## src/rtl/digit_scan_ctrl.sv

```systemverilog
// rtl/digit_scan_ctrl.sv - one-hot seven-segment digit scan with dwell, direction and skip mask
module digit_scan_ctrl #(
    parameter int DIGITS     = 8,
    parameter int DWELL_W    = 16,
    parameter bit ACTIVE_LOW = 1'b0,
    localparam int IDX_W     = $clog2(DIGITS)
) (
    input  logic               clk_div,
    input  logic               rst,
    input  logic               en,
    input  logic               dir,
    input  logic [DWELL_W-1:0] dwell,
    input  logic [DIGITS-1:0]  digit_mask,
    output logic [DIGITS-1:0]  select,
    output logic [IDX_W-1:0]   digit_idx,
    output logic               frame_start
);

    localparam logic [0:0] ST_IDLE = 1'b0;
    localparam logic [0:0] ST_SCAN = 1'b1;

    localparam logic [DIGITS-1:0] SEL_OFF = {DIGITS{ACTIVE_LOW}};

    logic [0:0]         r_state;
    logic [DIGITS-1:0]  r_select;
    logic [IDX_W-1:0]   r_idx;
    logic               r_frame_start;
    logic [DWELL_W-1:0] r_cnt;

    logic [IDX_W-1:0]   w_first_idx;
    logic [IDX_W-1:0]   w_next_idx;
    logic               w_mask_any;
    logic               w_advance;

    function automatic logic [DIGITS-1:0] sel_of(input logic [IDX_W-1:0] idx);
        logic [DIGITS-1:0] v;
        v      = '0;
        v[idx] = 1'b1;
        return ACTIVE_LOW ? ~v : v;
    endfunction

    assign w_mask_any = |digit_mask;

    // Frame origin: highest set bit when descending, lowest when ascending.
    always_comb begin
        w_first_idx = '0;
        if (dir) begin
            for (int i = DIGITS - 1; i >= 0; i--) begin
                if (digit_mask[i]) w_first_idx = IDX_W'(i);
            end
        end else begin
            for (int i = 0; i < DIGITS; i++) begin
                if (digit_mask[i]) w_first_idx = IDX_W'(i);
            end
        end
    end

    // Nearest set bit strictly beyond r_idx; scanning far-to-near leaves the nearest hit.
    // k = DIGITS lands back on r_idx, which covers the single-digit mask.
    always_comb begin
        int cand;
        cand       = 0;
        w_next_idx = r_idx;
        for (int k = DIGITS; k >= 1; k--) begin
            if (dir) cand = (int'(r_idx) + k) % DIGITS;
            else     cand = (int'(r_idx) + DIGITS - k) % DIGITS;
            if (digit_mask[cand]) w_next_idx = IDX_W'(cand);
        end
    end

    assign w_advance = (r_cnt == '0) || !digit_mask[r_idx];

    always_ff @(posedge clk_div or posedge rst) begin
        if (rst) begin
            r_state       <= ST_IDLE;
            r_select      <= SEL_OFF;
            r_idx         <= '0;
            r_frame_start <= 1'b0;
            r_cnt         <= '0;
        end else if (!en) begin
            r_frame_start <= 1'b0;
        end else begin
            case (r_state)
                ST_IDLE: begin
                    r_frame_start <= 1'b0;
                    if (w_mask_any) begin
                        r_state       <= ST_SCAN;
                        r_idx         <= w_first_idx;
                        r_select      <= sel_of(w_first_idx);
                        r_cnt         <= dwell;
                        r_frame_start <= 1'b1;
                    end
                end
                default: begin
                    if (!w_mask_any) begin
                        r_state       <= ST_IDLE;
                        r_select      <= SEL_OFF;
                        r_idx         <= '0;
                        r_cnt         <= '0;
                        r_frame_start <= 1'b0;
                    end else if (w_advance) begin
                        r_idx         <= w_next_idx;
                        r_select      <= sel_of(w_next_idx);
                        r_cnt         <= dwell;
                        r_frame_start <= (w_next_idx == w_first_idx);
                    end else begin
                        r_cnt         <= r_cnt - DWELL_W'(1);
                        r_frame_start <= 1'b0;
                    end
                end
            endcase
        end
    end

    assign select      = r_select;
    assign digit_idx   = r_idx;
    assign frame_start = r_frame_start;

endmodule

```

## config.mk

```make
export PLATFORM = sky130hd
export DESIGN_NAME = digit_scan_ctrl
export DESIGN_NICKNAME = d
export VERILOG_FILES = /design/src/rtl/digit_scan_ctrl.sv
export SDC_FILE = /design/constraint.sdc
export NUM_CORES = 1
export LEC_CHECK = 0
export BUFFER_PORTS_ARGS = -buffer_cell sky130_fd_sc_hd__clkbuf_2
export CORE_MARGIN = 5
export CORE_UTILIZATION = 51
export DETAILED_ROUTE_END_ITERATION = 16
export PLACE_DENSITY = 0.75
export SYNTH_ARGS = -nofsm -noshare
export SYNTH_HDL_FRONTEND = slang
export SYNTH_SLANG_ARGS = --single-unit
export TNS_END_PERCENT = 100
```

## constraint.sdc

```tcl
create_clock -name clk_div -period 3.2 [get_ports clk_div]
set_input_delay 0.96 -clock clk_div [delete_from_list [all_inputs] [get_ports clk_div]]
set_output_delay 0.96 -clock clk_div [all_outputs]
set_load 0.02 [all_outputs]
```

# Word-level counts from Yosys, hierarchy flattened
# Cells that the tools add are included.
[op_classes]
muxes = 79
n_eq_ne = 2
magnitude_cmp = 13
bitwise = 16
addsub = 17
reduce_logical = 25
[op_table]
columns = ["cell", "n"]
rows = [
  ["$lt 32x5->1 const B", 8],
  ["$mux 32", 8],
  ["$sub 32x4->32 const B", 4],
  ["$mux 3", 27],
  ["$mux 16", 4],
  ["$sub 32x3->32 const B", 2],
  ["$reduce_or 3->1", 16],
  ["$mux 8", 4],
  ["$sub 32x5->32 const B", 1],
  ["$bmux 1 s3", 9],
  ["$mux 1", 25],
  ["$logic_not 16->1", 1],
  ["$sub 16x1->16 const B", 1],
  ["$add 3x3->3 const B", 4],
  ["$lt 3x4->1 const B", 3],
  ["$and 1x1->1", 8],
  ["$and 1x1->1 const A", 8],
  ["$reduce_or 8->1", 1],
  ["$add 3x2->3 const B", 2],
  ["$demux 1 s3", 2],
  ["$ge 3x1->1 const B", 2],
  ["$sub 5x1->6 const B", 1],
  ["$add 3x4->5 const B", 1],
  ["$add 3x1->3 const B", 1],
  ["8 further kinds", 9],
]
[totals]
output_inout_bits = 12
elab_cells = 157
inputBits = 28
regBits = 29

# Depth between registers and ports, before layout
[depth]
ltp_word = 23
ltp_mapped = 12
depth_no_buf = 10

# Worst setup path before layout
# Ideal clock, no wire load.
[synth_path]
path_type = "register to register"
start = "reg r_idx[0], in the netlist digit_idx[0]"
end = "reg r_frame_start, in the netlist frame_start"
path_buffers = 1
period_less_slack_ns = 3.267
path_slack_ns = -0.067
setup_ns = 0.065
stages_incl_launch_ff = 12
arrival_time_ns = 3.202
t_required_ns = 3.135
cell_sequence = "dfrtp_1 buf_4 clkinv_1 ha_1 xor2_2 mux2i_1 mux2_4 nand2b_1 nor3_2 or4_1 a21oi_1 a31o_1"
[synth_via]
elab_chain_cells = 19
elab_cells_between_ends = 65
classes_between = "add/sub: 16; eq/ne: 1; mux: 46; reduce/logical: 2"
[synth_rtl]
columns = ["item", "line", "source"]
rows = [
  ["from (decl)", "26", "logic [IDX_W-1:0] r_idx;"],
  ["from (signal assigned)", "88", "r_idx <= w_first_idx;"],
  ["from (signal assigned)", "102", "r_idx <= w_next_idx;"],
  ["$add 3x4->5", "66", "else cand = (int'(r_idx) + DIGITS - k) % DIGITS;"],
  ["$sub 32x5->32", "66", ""],
  ["$mux 32", "65", "if (dir) cand = (int'(r_idx) + k) % DIGITS;"],
  ["$bmux 1 s3", "67", "if (digit_mask[cand]) w_next_idx = IDX_W'(cand);"],
  ["$mux 1 (not written as such) (2 in a row)", "67", ""],
  ["$mux 3 (8 in a row)", "67", ""],
  ["$eq 3x3->1", "105", "r_frame_start <= (w_next_idx == w_first_idx);"],
  ["$mux 1 *", "101", "end else if (w_advance) begin"],
  ["$mux 1 *", "95", "if (!w_mask_any) begin"],
  ["$mux 1 *", "83", "case (r_state)"],
  ["$mux 1 *", "80", "end else if (!en) begin"],
  ["to (signal assigned)", "105", ""],
  ["to (decl)", "27", "logic r_frame_start;"],
]
# Every way passes the cells marked *; elsewhere a longest branch is shown, timed or not. The select of a mux whose other input is x is not followed.
# A chain may end at the register's enable or synchronous reset.

# Worst setup path in the final report
[layout_path]
start = "in dir"
end = "reg r_idx[2], in the netlist digit_idx[2]"
[layout_via]
elab_chain_cells = 15
elab_cells_between_ends = 45
classes_between = "mux: 45"
[layout_rtl]
columns = ["item", "line", "source"]
rows = [
  ["from (decl)", "11", "input logic dir,"],
  ["$mux 32", "65", ""],
  ["$bmux 1 s3", "67", ""],
  ["$mux 1 (not written as such) (2 in a row)", "67", ""],
  ["$mux 3 (8 in a row)", "67", ""],
  ["$mux 3", "101", ""],
  ["$mux 3", "95", ""],
  ["$mux 3 *", "83", ""],
]
# Marked as above.

==> key figures <==
Yosys
  • Mapped Cells: ~340
  • Yosys Warn Count: 0
  • Count leader, synth: dfrtp_1
  • Main synth FF type: dfrtp_1
  • Number of enable flip-flop cells after synthesis: 0
  • Sequential share of the synthesized area: 0.246
  • Asr flop ratio synth: 1.00
  • Ranking of synthesized cells by area: dfrtp_1, mux2i_1, a21oi_1, o21ai_0, mux4_2
  • Yosys cell types: 74
  • #FFs+latches synth: 29
  • Syn_area_per_cell: 8.71 um2
  • Post-synth top area cell: dfrtp_1
  • Share of the synthesized area in the top cell type: 0.246
  • Synth top cells by count: dfrtp_1, nand2_1, a21oi_1
  • Synthesized cell area: 2940 um2
  • Net count after synthesis: 370

Critical path
  • Largest delay share family, worst path: compound AO/OA/AOI/OAI gates
  • Crit path required time: 3380 ps
  • R2r setup slk: 300 ps
  • CP Capture Type: register
  • R2R depth: 11
  • Reg2reg end: select[0]
  • Crit-path slowest cell: a2bb2oi_2
  • WP data arrival: 3110 ps
  • Worst path bufs/invs: 3
  • Reg-to-Reg Start: digit_idx[1]
  • Most used cell, CP: buf_4
  • CP max stage delay: 300 ps
  • WS Path Type: input port to register
  • Startpoint types: input port
  • Crit path max fanout: 6
  • CP startpoint: dir
  • CP cell instances: clkbuf_2 -> buf_4 -> xor2_4 -> mux2i_2 -> buf_4 -> a2bb2oi_1 -> a211oi_2 -> a2bb2oi_2 -> o21ai_1 -> mux2_2

Timing
  • Post-Route Setup TNS: 0 ps
  • Max Slew Vio Count: 0
  • Max Freq: 0.341 GHz
  • Final hold vios: 0
  • Post-layout min period: 2930 ps
  • RSZ-0062 raised after global routing: false
  • Tcrit/Tclk final: 0.917
  • Rel. slew slack: 0.582
  • Worst hold slack: between 400 and 500 ps
  • Skew final: 3.32 ps
  • Post-route setup slack: 267 ps
  • Setup violators final: 0
  • Worst slew pin tran: 627 ps

Floorplan
  • Die height: roughly 86 um
  • Initial Util: 0.528
  • Core area: about 5600 um2
  • Core Rows: 27
  • Io pins: 40
  • DIE WIDTH: between 80 and 90 um
  • Die area: around 7400 um2

Drt
  • Met1 Wirelength: 3520 um
  • Final wirelength: 7750 um
  • Antenna Nets Post-Route: 0
  • Met2 Wirelength: around 3700 um
  • 1st-iter DRT viols: about 230
  • Routed WL per cell: about 17 um
  • DR WL met3: 411 um
  • Max Used Layer: met4
  • Residual DRC count: 0
  • Drt first pass iters: 5
  • Vias: roughly 2,800
  • DR vias/cell: around 6.0

Clocking
  • Register clock-pin slew on the reported worst setup and hold paths: ~60 ps
  • Clk_lat worst skew: 290 ps
  • Max H-tree Level: 2
  • PostCTS Resize Cnt: 0
  • Post-CTS setup repair buffer count: 0
  • Post-CTS Hold Buffers: 0
  • CTS tree: built
  • Cts bufs inserted: 5
  • Root buf cell: clkbuf_8
  • Sinks on Clock Net: 29
  • Max clock buf depth: 2

Min path
  • Hold EP: select[2]
  • Worst hold path class: register to register
  • WHS Path Cells: 2
  • Hold path startpoint: select[2]

Global routing
  • Largest net degree at the start of global routing: 30
  • Antenna violations before repair: 0
  • Overflow after GRT: 0
  • Vias in the first global route: between 2,000 and 3,000
  • First-pass GRT wire length: 13,300 um
  • Total track usage: 0.222

Pwr
  • Power Dens Cells: 1240 nW/um2
  • Leak: roughly 1.5 nW
  • Worst IR Drop VDD: 493 uV

Cells and area
  • Nets@finish: 427
  • Antenna Cells: 0
  • Layout cell share with drive strength beyond 1: 0.301
  • Core Util, Final: 0.621
  • Finished Layout Cells: 468
  • Layout area overhead: 17.6%

Placed design
  • HPWL after DPL: 5980 um
  • Place WS: -40.1 ps
  • Placed cells: 460
  • RD Place Congestion: 0.941
  • Port bufs: 39

Flow run
  • MaxCap Viol Count: 0

Run status
  • Status: complete, no violations
==> layout make-up <==
class | count | area, um2
clock buffers | 6 | 72.6
clock inverters | 2 | 10.0
fillers | 483 | 2110
inverters | 16 | 61.3
multi-input cells | 272 | 2070
flip-flops and latches | 29 | 726
well taps | 72 | 90.1
repair buffers | 71 | 435
==> routing by layer <==
metal,vias to the layer above,global-route usage
met4,0,0.0576
met2,95,0.348
met3,12,0.0413
li1,1365,-
met5,-,0
met1,1339,0.313
==> metrics by stage <==
stage	power, mW	area (um2)
floorplan	3.10	2970
global placement	3.89	3380
detailed placement	3.96	3380
CTS	4.27	3460
global route	4.63	3460
finish	4.29	3460
==> tightest hold or removal path, cell delays in order (launching register included) <==
cell and delay, ps:
dfrtp_1 350, nand2_1 50, o221ai_1 60
==> flip-flops by register name, indices dropped and copies added, names as in the netlist <==
signal / cells
r_cnt: 16
frame_start: 1
select: 8
digit_idx: 3
r_state: 1
==> worst max path at each step <==
stage | to | cells after the start | slack (ps)
floorplan | digit_idx[2] | 12 | 130
global placement | frame_start | 9 | 30
detailed placement | select[0] | 9 | -40
CTS | frame_start | 9 | 250
global route | digit_idx[2] | 10 | 100
finish | digit_idx[2] | 10 | 270
==> layout by cell type, fill, tap and decap left out, types with 3 or more instances in the layout <==
cell type / n
nand3_1: 7
nand2b_1: 8
nor3b_1: 3
clkbuf_8: 5
xnor2_1: 4
mux4_2: 5
o21ai_1: 6
o31ai_1: 3
nor2_1: 21
and2_1: 4
a21o_1: 3
clkinv_2: 3
nor3_1: 12
nor4_1: 7
clkbuf_2: 39
mux2i_4: 4
o22ai_1: 3
mux2_2: 4
ha_1: 3
a22oi_1: 8
buf_4: 32
a31oi_1: 4
nand2_1: 28
xnor2_2: 3
xor2_1: 3
inv_1: 14
o21ai_0: 24
a21oi_1: 27
mux2i_1: 16
dfrtp_1: 29
a32oi_1: 4
o21bai_1: 3
o221ai_1: 7
xnor2_4: 3
==> power by group <==
group / internal [mW] / switching, mW
Combinational: 1.56 / 1.75
Sequential: 0.521 / 0.158
Clock: 0.150 / 0.148
==> logic make-up after synthesis <==
kind of cell / Yosys count / share of synthesized area
AOI/OAI and AO/OA: 112 / 0.258
and+or+nand+nor: 109 / 0.190
buffers and inverters: 37 / 0.0603
muxes: 32 / 0.149
DFF: 29 / 0.246
xor gates and xnor gates: 15 / 0.0786
adders and majority gates: 4 / 0.0170
Power figures use the tool's default switching activity.
